<file path="src/rtl/aes_128_sub_bytes_if.sv">
// aes_128_sub_bytes handshake bundle.
// master = state producer/consumer side, slave = sequencer.
interface aes_128_sub_bytes_if;
  logic         in_valid;
  logic         in_ready;
  logic [127:0] in_state;
  logic         out_valid;
  logic         out_ready;
  logic [127:0] out_state;

  modport master (
    output in_valid, in_state, out_ready,
    input  in_ready, out_valid, out_state
  );

  modport slave (
    input  in_valid, in_state, out_ready,
    output in_ready, out_valid, out_state
  );
endinterface

</file>
<file path="src/rtl/aes_128_sub_bytes.sv">
// SubBytes sequencer: two sbox lookups per cycle, 16 bytes reassembled.
// Optional macro AES_128_SUBBYTES_BYPASS_EN adds a bypass input.
module aes_128_sub_bytes #(
  parameter int BYTES_PER_CYC = 2
) (
  input  logic                  clk,
  input  logic                  rst,
`ifdef AES_128_SUBBYTES_BYPASS_EN
  input  logic                  bypass,
`endif
  aes_128_sub_bytes_if.slave    bus,
  output logic [7:0]            sbox_addra,
  output logic [7:0]            sbox_addrb,
  output logic                  sbox_kill,
  input  logic [7:0]            sbox_doa,
  input  logic [7:0]            sbox_dob
);

  localparam int NBYTES = 16;

  if (BYTES_PER_CYC != 2) begin : g_bad_cfg
    $error("aes_128_sub_bytes: BYTES_PER_CYC must be 2");
  end

  if (NBYTES != 8 * BYTES_PER_CYC) begin : g_bad_nbytes
    $error("aes_128_sub_bytes: NBYTES must be 16");
  end

  localparam logic [1:0] IDLE  = 2'd0;
  localparam logic [1:0] ISSUE = 2'd1;
  localparam logic [1:0] DRAIN = 2'd2;
  localparam logic [1:0] DONE  = 2'd3;

  logic [1:0]   state;
  logic [2:0]   cnt;
  logic         cap_vld;
  logic [2:0]   cap_idx;
  logic [127:0] state_reg;
  logic [127:0] out_q;
  logic         out_v;
  logic [2:0]   pidx;

  // byte i of a state, byte 0 in the MSBs
  function automatic logic [7:0] sel(
    input logic [127:0] s,
    input logic [3:0]   i
  );
    logic [127:0] t;
    t = s << {i, 3'b000};
    return t[127:120];
  endfunction

  assign bus.in_ready  = (state == IDLE);
  assign bus.out_valid = out_v;
  assign bus.out_state = out_q;

  // sbox addressing; DRAIN keeps presenting the last pair
  always_comb begin
    pidx       = (state == DRAIN) ? 3'd7 : cnt;
    sbox_kill  = 1'b1;
    sbox_addra = 8'h00;
    sbox_addrb = 8'h00;
    if (state == ISSUE || state == DRAIN) begin
      sbox_kill  = 1'b0;
      sbox_addra = sel(state_reg, {pidx, 1'b0});
      sbox_addrb = sel(state_reg, {pidx, 1'b1});
    end
  end

  // FSM, issue counter and result capture
  always_ff @(posedge clk or posedge rst) begin
    if (rst) begin
      state     <= IDLE;
      cnt       <= 3'd0;
      cap_vld   <= 1'b0;
      cap_idx   <= 3'd0;
      state_reg <= '0;
      out_q     <= '0;
      out_v     <= 1'b0;
    end else begin
      cap_vld <= 1'b0;
      if (cap_vld) begin
        out_q[7'd127 - {cap_idx, 4'b0000} -: 16] <=
          {sbox_doa, sbox_dob};
      end
      unique case (state)
        IDLE: begin
          if (bus.in_valid) begin
            state_reg <= bus.in_state;
            cnt       <= 3'd0;
`ifdef AES_128_SUBBYTES_BYPASS_EN
            if (bypass) begin
              out_q <= bus.in_state;
              out_v <= 1'b1;
              state <= DONE;
            end else begin
              state <= ISSUE;
            end
`else
            state <= ISSUE;
`endif
          end
        end
        ISSUE: begin
          cap_vld <= 1'b1;
          cap_idx <= cnt;
          cnt     <= cnt + 3'd1;
          if (cnt == 3'd7) begin
            state <= DRAIN;
          end
        end
        DRAIN: begin
          out_v <= 1'b1;
          state <= DONE;
        end
        DONE: begin
          if (bus.out_ready) begin
            out_v <= 1'b0;
            state <= IDLE;
          end
        end
      endcase
    end
  end

endmodule

</file>
<file path="src/flat_wrapper.sv">
// flat-port wrapper written by rule: the top's interface ports become plain ports
module aes_128_sub_bytes_flat 
#(
  parameter int BYTES_PER_CYC = 2
)
  (clk, rst, sbox_addra, sbox_addrb, sbox_kill, sbox_doa, sbox_dob, bus_in_valid, bus_in_state, bus_out_ready, bus_in_ready, bus_out_valid, bus_out_state);
  aes_128_sub_bytes_if bus_i ();
  input  logic clk;
  input  logic rst;
  output logic [7:0] sbox_addra;
  output logic [7:0] sbox_addrb;
  output logic sbox_kill;
  input  logic [7:0] sbox_doa;
  input  logic [7:0] sbox_dob;
  input wire logic [$bits(bus_i.in_valid)-1:0] bus_in_valid;
  input wire logic [$bits(bus_i.in_state)-1:0] bus_in_state;
  input wire logic [$bits(bus_i.out_ready)-1:0] bus_out_ready;
  output wire logic [$bits(bus_i.in_ready)-1:0] bus_in_ready;
  output wire logic [$bits(bus_i.out_valid)-1:0] bus_out_valid;
  output wire logic [$bits(bus_i.out_state)-1:0] bus_out_state;
  assign bus_i.in_valid = bus_in_valid;
  assign bus_i.in_state = bus_in_state;
  assign bus_i.out_ready = bus_out_ready;
  assign bus_in_ready = bus_i.in_ready;
  assign bus_out_valid = bus_i.out_valid;
  assign bus_out_state = bus_i.out_state;
  aes_128_sub_bytes #(.BYTES_PER_CYC(BYTES_PER_CYC)) u_core (.clk(clk), .rst(rst), .bus(bus_i), .sbox_addra(sbox_addra), .sbox_addrb(sbox_addrb), .sbox_kill(sbox_kill), .sbox_doa(sbox_doa), .sbox_dob(sbox_dob));
endmodule
</file>
<file path="config.mk">
export PLATFORM = sky130hd
export DESIGN_NAME = aes_128_sub_bytes_flat
export DESIGN_NICKNAME = d
export VERILOG_FILES = /design/src/rtl/aes_128_sub_bytes_if.sv /design/src/rtl/aes_128_sub_bytes.sv /design/src/flat_wrapper.sv
export SDC_FILE = /design/constraint.sdc
export NUM_CORES = 1
export LEC_CHECK = 0
export CAP_MARGIN = 20
export CORE_MARGIN = 2
export CORE_UTILIZATION = 35
export CTS_CLUSTER_SIZE = 10
export DETAILED_ROUTE_END_ITERATION = 16
export PLACE_DENSITY = 0.66
export SYNTH_ARGS = -nofsm -noshare
export SYNTH_HDL_FRONTEND = slang
export SYNTH_SLANG_ARGS = --single-unit
</file>
<file path="constraint.sdc">
create_clock -name clk -period 10.94 [get_ports clk]
set_clock_uncertainty 0.05 [all_clocks]
set_input_delay 1.641 -clock clk [delete_from_list [all_inputs] [get_ports clk]]
set_output_delay 1.641 -clock clk [all_outputs]
set_load 0.005 [all_outputs]
</file>
==> flow_metrics.tcl, run 1 <==
set metrics [dict create \
    status "finished, final reports clean" \
    initial_core_util_pct 35.2 \
    synthCells 780 \
    worstPathArrival_ps 3600 \
    slew_viol_final 0 \
    vias 7472 \
    ys_async_sr_fraction_pct 100 \
    grtUsageMet2_pct 32.2 \
    required_ps 9250 \
    synthFlopType "dfrtp_1" \
    dp_hpwl_um 22600 \
    synthSimpleGateAreaFrac_pct 3.11 \
    syn-num-nets 934 \
    slew_headroom_pct 26.0 \
    first_global_vias 7996 \
    place.port_buffers 294 \
    gr-usage-met1_pct 22.5 \
    stdcell_count 1520 \
    synth_top_family_by_area "multiplexers" \
    antenna_found_initial 5 \
    setup.worst_path.end_class "output pin" \
    wl_um 31900 \
    clock_latency_ps 500 \
    die_w_um 184 \
    seq_area_um2 6660 \
    max_freq_mhz 189 \
    reg2reg_from "u_core.state[0]" \
    min_period_over_period_pct 48.3 \
    slowest_stage "nor2_1" \
    grt_pass1_wl_um 47700 \
    die_h_um 184 \
    worst-path-buf-inv 3 \
    synth_edf_count 0 \
    hp-start "u_core.state_reg[106]" \
    synthToLayoutAreaGrowth_pct 37.8 \
    postRouteAntennaNets 0 \
    viasPerCell 4.92 \
    clockBufferDepth 3 \
    synthAdderAreaFrac_pct 0.660 \
    syn_avg_cell_area_um2 14.6 \
    synth_mux_area_share_pct 29.1 \
    cts.sinks 266 \
    synth_warnings 0 \
    worst_slack_ps 5650 \
    ys_ff_latch 266 \
    busiest_layer "met2" \
    core_area_um2 32300 \
    ctsHoldBuffers 0 \
    rsz0062_at_grt "no" \
    multi_input_area_um2 4430 \
    grt_max_degree 183 \
    gp_congestion 0.847 \
    crit_chain "inv_1 -> ha_2 -> nor2_1 -> buf_6 -> a22o_1 -> a22oi_1 -> a211oi_1 -> clkdlybuf4s50_1" \
    criticalPathCategory "flop to output pin" \
    dp_worst_setup_slack_ps 6180 \
    p_leak_nw 6.58 \
    drt_iter0_markers 343 \
    tns_ps 0 \
    period_minus_slack_ps 5290 \
    layout.nets 1219 \
    hold_path.class "flop to flop" \
    cts.repair.resized 0 \
    finalSetupViolCount 0 \
    synth.distinct_cells 31 \
    cap_violations 0 \
    drcViolationCount 0 \
    tritoncts "yes" \
    worst_pin_slew_ps 1110 \
    hold_viol 0 \
    drive_gt1_share_pct 31.4 \
    post_cts_buffers 0 \
    worstSetupStartpoint "u_core.state[0]" \
    synth_area_um2 11400 \
    grt_use_met3_pct 5.37 \
    drtPass1Iterations 4 \
    path_delay_family "buffers and inverters" \
    cpPeakStageDelay_ps 720 \
    fillers 2855 \
    path_max_fanout 39 \
    synth_xor_xnor_area_share_pct 0 \
    overflow 0 \
    die_area_um2 34000 \
    clkTransAtPathRegs_ps 50 \
    cts-buffers-inserted 34 \
    largest_reg_flops 130 \
    root_buffer "clkbuf_16" \
    synth-seq-area-share_pct 58.5 \
    cp-start-kind "flop" \
    routedWlPerCell_um 21.0 \
    rows 66 \
    power_w 0.00474 \
    boundaryPins 295 \
    powerDensity_nw_per_um2 302 \
    ctsHtreeMaxLevel 2 \
    synth-compound-area-share_pct 5.93 \
    ir_worst_vdd_uv 134 \
    placed_cells 1471 \
    grt_use_total_pct 18.7 \
]
cell usage after synthesis, drive strengths merged (15+ instances only):
library cell	count	area share, %
mux2	274	27
dfrtp	266	59
buf	35	1.9
a21oi	31	1.4
o21ai	21	0.92
mux2i	19	1.7
nand2b	19	1.1
nor2	19	0.63
a22o	16	1.2
clkbuf	16	0.53
o22ai	16	0.88
a221oi	15	1.2
cell families after synthesis:
family,Yosys count
multiplexers,293
flip-flops,266
AO/OA/AOI/OAI,104
buffers and inverters,58
AND/OR/NAND/NOR,53
adder cells (fa/ha/maj),6
per-layer routing:
layer,part of all wire [%],wire length [µm]
met1,41,13000
met2,49,15500
met3,7.6,2430
met4,3.0,949
met5,0.12,39
report_power, final:
| part | switching (W) | internal (W) |
|---|---|---|
| Clock | 0.000396 | 0.000596 |
| Sequential | 0.000374 | 0.00145 |
| Combinational | 0.000730 | 0.00119 |
area by class of cell:
| type | count | share of cell area, % |
|---|---|---|
| well taps | 442 | 3.53 |
| clock inverters | 4 | 0.176 |
| repair buffers | 300 | 19.3 |
| inverters | 7 | 0.216 |
| clock buffers | 44 | 5.99 |
| diodes | 1 | 0.0160 |
| multi-input cells | 456 | 28.3 |
| flip-flops and latches | 266 | 42.5 |
final timing paths:
path,endpoint,slack (ps),cells past startpoint
max in group asynchronous,u_core.cnt[0],7760,3
worst min-delay path,u_core.state_reg[106],450,1
min in group asynchronous,u_core.bus.out_state[16],1580,2
worst max-delay path,sbox_addra[6],5650,8
worst max register to register,u_core.state_reg[64],8350,6
worst min register to register,u_core.state_reg[106],450,1
metrics by stage:
step	hold WS [ps]	util, %	area [µm²]
2_1_floorplan	424	-	11400
3_3_place_gp	432	45.4	14700
3_5_place_dp	437	45.5	14700
4_1_cts	449	48.5	15700
5_1_grt	457	48.5	15700
6_report	448	48.5	15700
placed cells by master, fill, tap and decap left out, drive strengths merged:
master           n
clkdlybuf4s50  294
o21ai           21
nand4            1
mux2i           19
clkinv           3
or2              1
ha               6
a221oi          15
nand4b           3
a211oi           2
a22o            16
a21oi           31
nor3             3
nand2b          19
diode            1
inv              8
nor3b            2
dfrtp          266
mux2           274
clkbuf          44
buf              6
a22oi            1
nand2            5
o22ai           16
nor2            19
a32o             2
(Power assumes the default switching activity.)
==> run 2, diff against run 1 <==
--- a/config.mk
+++ b/config.mk
@@ -10,7 +10,7 @@
 export CORE_UTILIZATION = 35
 export CTS_CLUSTER_SIZE = 10
 export DETAILED_ROUTE_END_ITERATION = 16
-export PLACE_DENSITY = 0.66
+export PLACE_DENSITY = 0.68
 export SYNTH_ARGS = -nofsm -noshare
 export SYNTH_HDL_FRONTEND = slang
 export SYNTH_SLANG_ARGS = --single-unit
==> constraint.sdc (replaced) <==
create_clock -name clk -period 4.45 [get_ports clk]
set_clock_uncertainty 0.05 [all_clocks]
set_input_delay 0.6675 -clock clk [delete_from_list [all_inputs] [get_ports clk]]
set_output_delay 0.6675 -clock clk [all_outputs]
set_load 0.005 [all_outputs]
==> run 2 against run 1 <==
Compared with the run above:
- sequential power up 140%
- global-route usage down 0.43 points
- critical path type unchanged
- combinational power up 150%
- routed wire length down 4.0%
==> flow_metrics.tcl, run 2 (synthesis results as in run 1) <==
set metrics [dict create \
    initial_core_util_pct 35.2 \
    overflow 0 \
    largest_reg_flops 130 \
    grt_max_degree 74 \
    antenna_found_initial 2 \
    worstPathArrival_ps 3350 \
    dp_hpwl_um 21800 \
    required_ps 3730 \
    boundaryPins 295 \
    multi_input_area_um2 4430 \
    status "finished, final reports clean" \
    place.port_buffers 294 \
    die_h_um 184 \
    wl_um 30600 \
    clkTransAtPathRegs_ps 60 \
    layout.nets 1226 \
    setup.worst_path.end_class "output pin" \
    worst_pin_slew_ps 1050 \
    die_w_um 184 \
    cts-buffers-inserted 34 \
    finalSetupViolCount 0 \
    vias 7535 \
    slew_viol_final 0 \
    gp_congestion 0.808 \
    drcViolationCount 0 \
    tritoncts "yes" \
    postRouteAntennaNets 0 \
    min_period_over_period_pct 91.5 \
    powerDensity_nw_per_um2 737 \
    seq_area_um2 6660 \
    rsz0062_at_grt "no" \
    synthToLayoutAreaGrowth_pct 38.8 \
    post_cts_buffers 0 \
    tns_ps 0 \
    ctsHoldBuffers 0 \
    first_global_vias 7789 \
    period_minus_slack_ps 4070 \
    die_area_um2 34000 \
    cap_violations 0 \
    rows 66 \
    most-common-layout-cells "clkdlybuf4s50_1, mux2_2, dfrtp_1" \
    drt_iter0_markers 331 \
    max_freq_mhz 246 \
    grt_use_total_pct 18.2 \
    drtPass1Iterations 4 \
    viasPerCell 4.93 \
    path_max_fanout 25 \
    p_leak_nw 6.63 \
    drive_gt1_share_pct 31.9 \
    criticalPathCategory "flop to output pin" \
    fillers 2870 \
    cts.repair.resized 0 \
    stdcell_count 1527 \
    clock_latency_ps 500 \
    hold_path.class "primary input to async pin" \
    routedWlPerCell_um 20.1 \
    root_buffer "clkbuf_16" \
    hold_viol 0 \
    final_common_cell "clkdlybuf4s50_1" \
    clockBufferDepth 3 \
    cts.sinks 266 \
    cp-start-kind "flop" \
    grt_pass1_wl_um 46900 \
    slew_headroom_pct 29.6 \
    ctsHtreeMaxLevel 2 \
    ir_worst_vdd_uv 355 \
    core_area_um2 32300 \
    placed_cells 1475 \
]
-- run 2: area by class of cell --
| cell class | instances | area share [%] |
|---|---|---|
| multi-input combinational | 456 | 28.1 |
| tap | 442 | 3.50 |
| inverter | 7 | 0.190 |
| clock buffer | 42 | 6.05 |
| timing repair buffer | 307 | 19.8 |
| clock inverter | 5 | 0.182 |
| antenna | 2 | 0.0317 |
| sequential | 266 | 42.2 |
-- run 2: through the flow --
stage / hold slack, ps / worst slack, ps / total power, W / instance area (µm²) / util, %
2_1_floorplan: 424 / 221 / 0.00687 / 11400 / -
3_3_place_gp: 436 / 1060 / 0.00909 / 14700 / 45.7
3_5_place_dp: 439 / 923 / 0.00922 / 14700 / 45.7
4_1_cts: 449 / 375 / 0.0118 / 15700 / 48.7
5_1_grt: 414 / 201 / 0.0124 / 15800 / 48.9
6_report: 408 / 379 / 0.0116 / 15800 / 48.9
-- run 2: per-layer routing --
metal | track usage, % | wire (µm) | up-vias
met5 | 0 | 13 | -
met4 | 3.97 | 542 | 2
li1 | - | - | 3425
met2 | 31.5 | 15100 | 299
met1 | 22.7 | 12800 | 3765
met3 | 5.18 | 2220 | 44
-- run 2: path summary, 6_finish.rpt --
check                                      from  slack, ps  depth (start not counted)                       end
max reg2reg                     u_core.state[0]       2060                          5      u_core.state_reg[76]
min reg2reg                u_core.state_reg[98]        450                          1      u_core.state_reg[98]
min                                         rst        410                          2  u_core.bus.out_state[76]
max                             u_core.state[0]        380                          7             sbox_addra[0]
max in group asynchronous                   rst       3020                          4  u_core.bus.out_state[54]
min in group clk           u_core.state_reg[98]        450                          1      u_core.state_reg[98]
-- run 2: power breakdown --
part,switching [W],internal (W)
Combinational,0.00184,0.00293
Sequential,0.000821,0.00357
Clock,0.000970,0.00150
-- run 2: critical path, cell delays in order (launching register included) --
cell and delay (ps):
dfrtp_1 370, inv_1 90, ha_2 360, buf_4 260
nor3_2 730, o21ai_0 260, o22ai_1 230, clkdlybuf4s50_1 540
==> run 3, diff against run 2 <==
--- a/config.mk
+++ b/config.mk
@@ -10,7 +10,7 @@
 export CORE_UTILIZATION = 35
 export CTS_CLUSTER_SIZE = 10
 export DETAILED_ROUTE_END_ITERATION = 16
-export PLACE_DENSITY = 0.68
+export PLACE_DENSITY = 0.66
 export SYNTH_ARGS = -nofsm -noshare
 export SYNTH_HDL_FRONTEND = slang
 export SYNTH_SLANG_ARGS = --single-unit
==> constraint.sdc (replaced) <==
create_clock -name clk -period 4.5 [get_ports clk]
set_clock_uncertainty 0.05 [all_clocks]
set_input_delay 0.675 -clock clk [delete_from_list [all_inputs] [get_ports clk]]
set_output_delay 0.675 -clock clk [all_outputs]
set_load 0.005 [all_outputs]
==> run 3 against run 2 <==
Compared with the run above:
- clock power increased by 2%
- core utilization grew 0.050 points
- sequential power shrank 2%
- critical path type unchanged
- worst hold slack better by 41 ps
- largest power group unchanged
- total power is essentially flat
- flip-flop and latch count is the same
- final area is 0.10% higher
- critical endpoint is now sbox_addra[7]
==> flow_metrics.tcl, run 3 (synthesis results as in run 1) <==
set metrics [dict create \
    status "finished, final reports clean" \
    vias 7656 \
    rows 66 \
    clock_latency_ps 490 \
    finalSetupViolCount 0 \
    ctsHtreeMaxLevel 2 \
    max_freq_mhz 275 \
    drt_iter0_markers 361 \
    wl_met1_um 12700 \
    cts.sinks 266 \
    tritoncts "yes" \
    reg2reg_to "u_core.bus.out_state[107]" \
    postRouteAntennaNets 0 \
    crit_chain "inv_1 -> ha_2 -> buf_4 -> o21ai_1 -> buf_4 -> o22ai_1 -> clkdlybuf4s50_1" \
    slew_headroom_pct 28.8 \
    dp_hpwl_um 22700 \
    root_buffer "clkbuf_16" \
    period_minus_slack_ps 3640 \
    path_common_cell "buf_4" \
    whs_path_depth 1 \
    largest_reg_flops 130 \
    cap_violations 0 \
    hold_path.class "flop to flop" \
    cpPeakStageDelay_ps 570 \
    grt_use_total_pct 18.7 \
    die_area_um2 34000 \
    worst_pin_slew_ps 1060 \
    slew_viol_final 0 \
    worstPathArrival_ps 2910 \
    most-common-layout-cells "clkdlybuf4s50_1, mux2_2, dfrtp_1" \
    required_ps 3770 \
    boundaryPins 295 \
    cts-buffers-inserted 34 \
    die_h_um 184 \
    viasPerCell 4.99 \
    ctsHoldBuffers 0 \
    place.port_buffers 294 \
    slowest_stage "clkdlybuf4s50_1" \
    hold_viol 0 \
    antenna_found_initial 6 \
    core_area_um2 32300 \
    drcViolationCount 0 \
    final_common_cell "clkdlybuf4s50_1" \
    gp_congestion 0.844 \
    reg2reg_depth 3 \
    grt_max_degree 81 \
    clockBufferDepth 3 \
    wl_um 31500 \
    post_cts_buffers 0 \
    min_period_over_period_pct 80.8 \
    tns_ps 0 \
    reg2reg_from "u_core.cap_idx[0]" \
    drtPass1Iterations 5 \
    powerDensity_nw_per_um2 735 \
    cp-start-kind "flop" \
    synthToLayoutAreaGrowth_pct 38.9 \
    p_leak_nw 6.64 \
    hp-start "u_core.state_reg[114]" \
    wl_met2_um 14500 \
    holdPathEnd "u_core.state_reg[114]" \
    first_global_vias 8005 \
    cts.repair.resized 0 \
    maxUsedRoutingLayer "met5" \
    wl_met3_um 2960 \
    power_w 0.0116 \
    ir_worst_vdd_uv 402 \
    clkTransAtPathRegs_ps 50 \
    rsz0062_at_grt "no" \
    regToRegSetupSlack_ps 2290 \
    initial_core_util_pct 35.2 \
    die_w_um 184 \
    setup.worst_path.end_class "output pin" \
    grt_pass1_wl_um 48200 \
    drive_gt1_share_pct 32.0 \
    criticalPathCategory "flop to output pin" \
    routedWlPerCell_um 20.5 \
    overflow 0 \
    layout.nets 1229 \
    path_max_fanout 21 \
]
-- run 3: cell count changes in the layout (fill, tap and decap cells not counted), moves of 2 or more --
cell and delta:
bufinv_16 +2, clkbuf_1 +2, clkbuf_16 -2, diode_2 +2, clkinv_2 -2, buf_4 +5
-- run 3: area by class of cell --
cell class	count	area, µm²
Fill cell	2802	16500
Sequential cell	266	6660
Multi-Input combinational cell	456	4430
Timing Repair Buffer	310	3110
Clock buffer	43	926
Tap cell	442	553
Clock inverter	5	78.8
Inverter	7	30.0
Antenna cell	4	10.0
-- run 3: stage by stage --
| step | util, % | hold WS (ps) | cell area [µm²] | std cells | setup slack, ps |
|---|---|---|---|---|---|
| finish | 48.9 | 449 | 15800 | 1533 | 862 |
| global route | 48.9 | 466 | 15800 | 1529 | 658 |
| CTS | 48.9 | 453 | 15800 | 1529 | 823 |
| detailed placement | 45.8 | 440 | 14800 | 1481 | 1380 |
| global placement | 45.8 | 433 | 14800 | 1481 | 1400 |
| floorplan | - | 424 | 11400 | 780 | 264 |
-- run 3: layer usage --
layer / track usage (%) / up-vias
li1: - / 3427
met1: 22.6 / 3818
met2: 29.7 / 325
met3: 6.99 / 82
met4: 8.51 / 4
met5: 0 / -
-- run 3: power by group --
part	internal [W]	leakage, nW	switching, W
Combinational	0.00291	2.97	0.00189
Sequential	0.00353	3.18	0.000780
Clock	0.00154	0.493	0.000962
-- run 3: worst max-delay path, delay by kind of cell (launching register included) --
family,cells,cell delay [ps]
AO/OA/AOI/OAI,2,380
flip-flops,1,400
adder cells (fa/ha/maj),1,410
buffers and inverters,4,1210
-- run 3: worst max path at each step --
stage                                from  depth (start not counted)                       to
after floorplan                       rst                          1  u_core.bus.out_state[0]
after global placement    u_core.state[0]                          7            sbox_addra[7]
after detailed placement  u_core.state[0]                          7            sbox_addra[7]
after CTS                 u_core.state[0]                          7            sbox_addra[7]
after global routing      u_core.state[0]                          7            sbox_addra[7]
final                     u_core.state[0]                          7            sbox_addra[7]
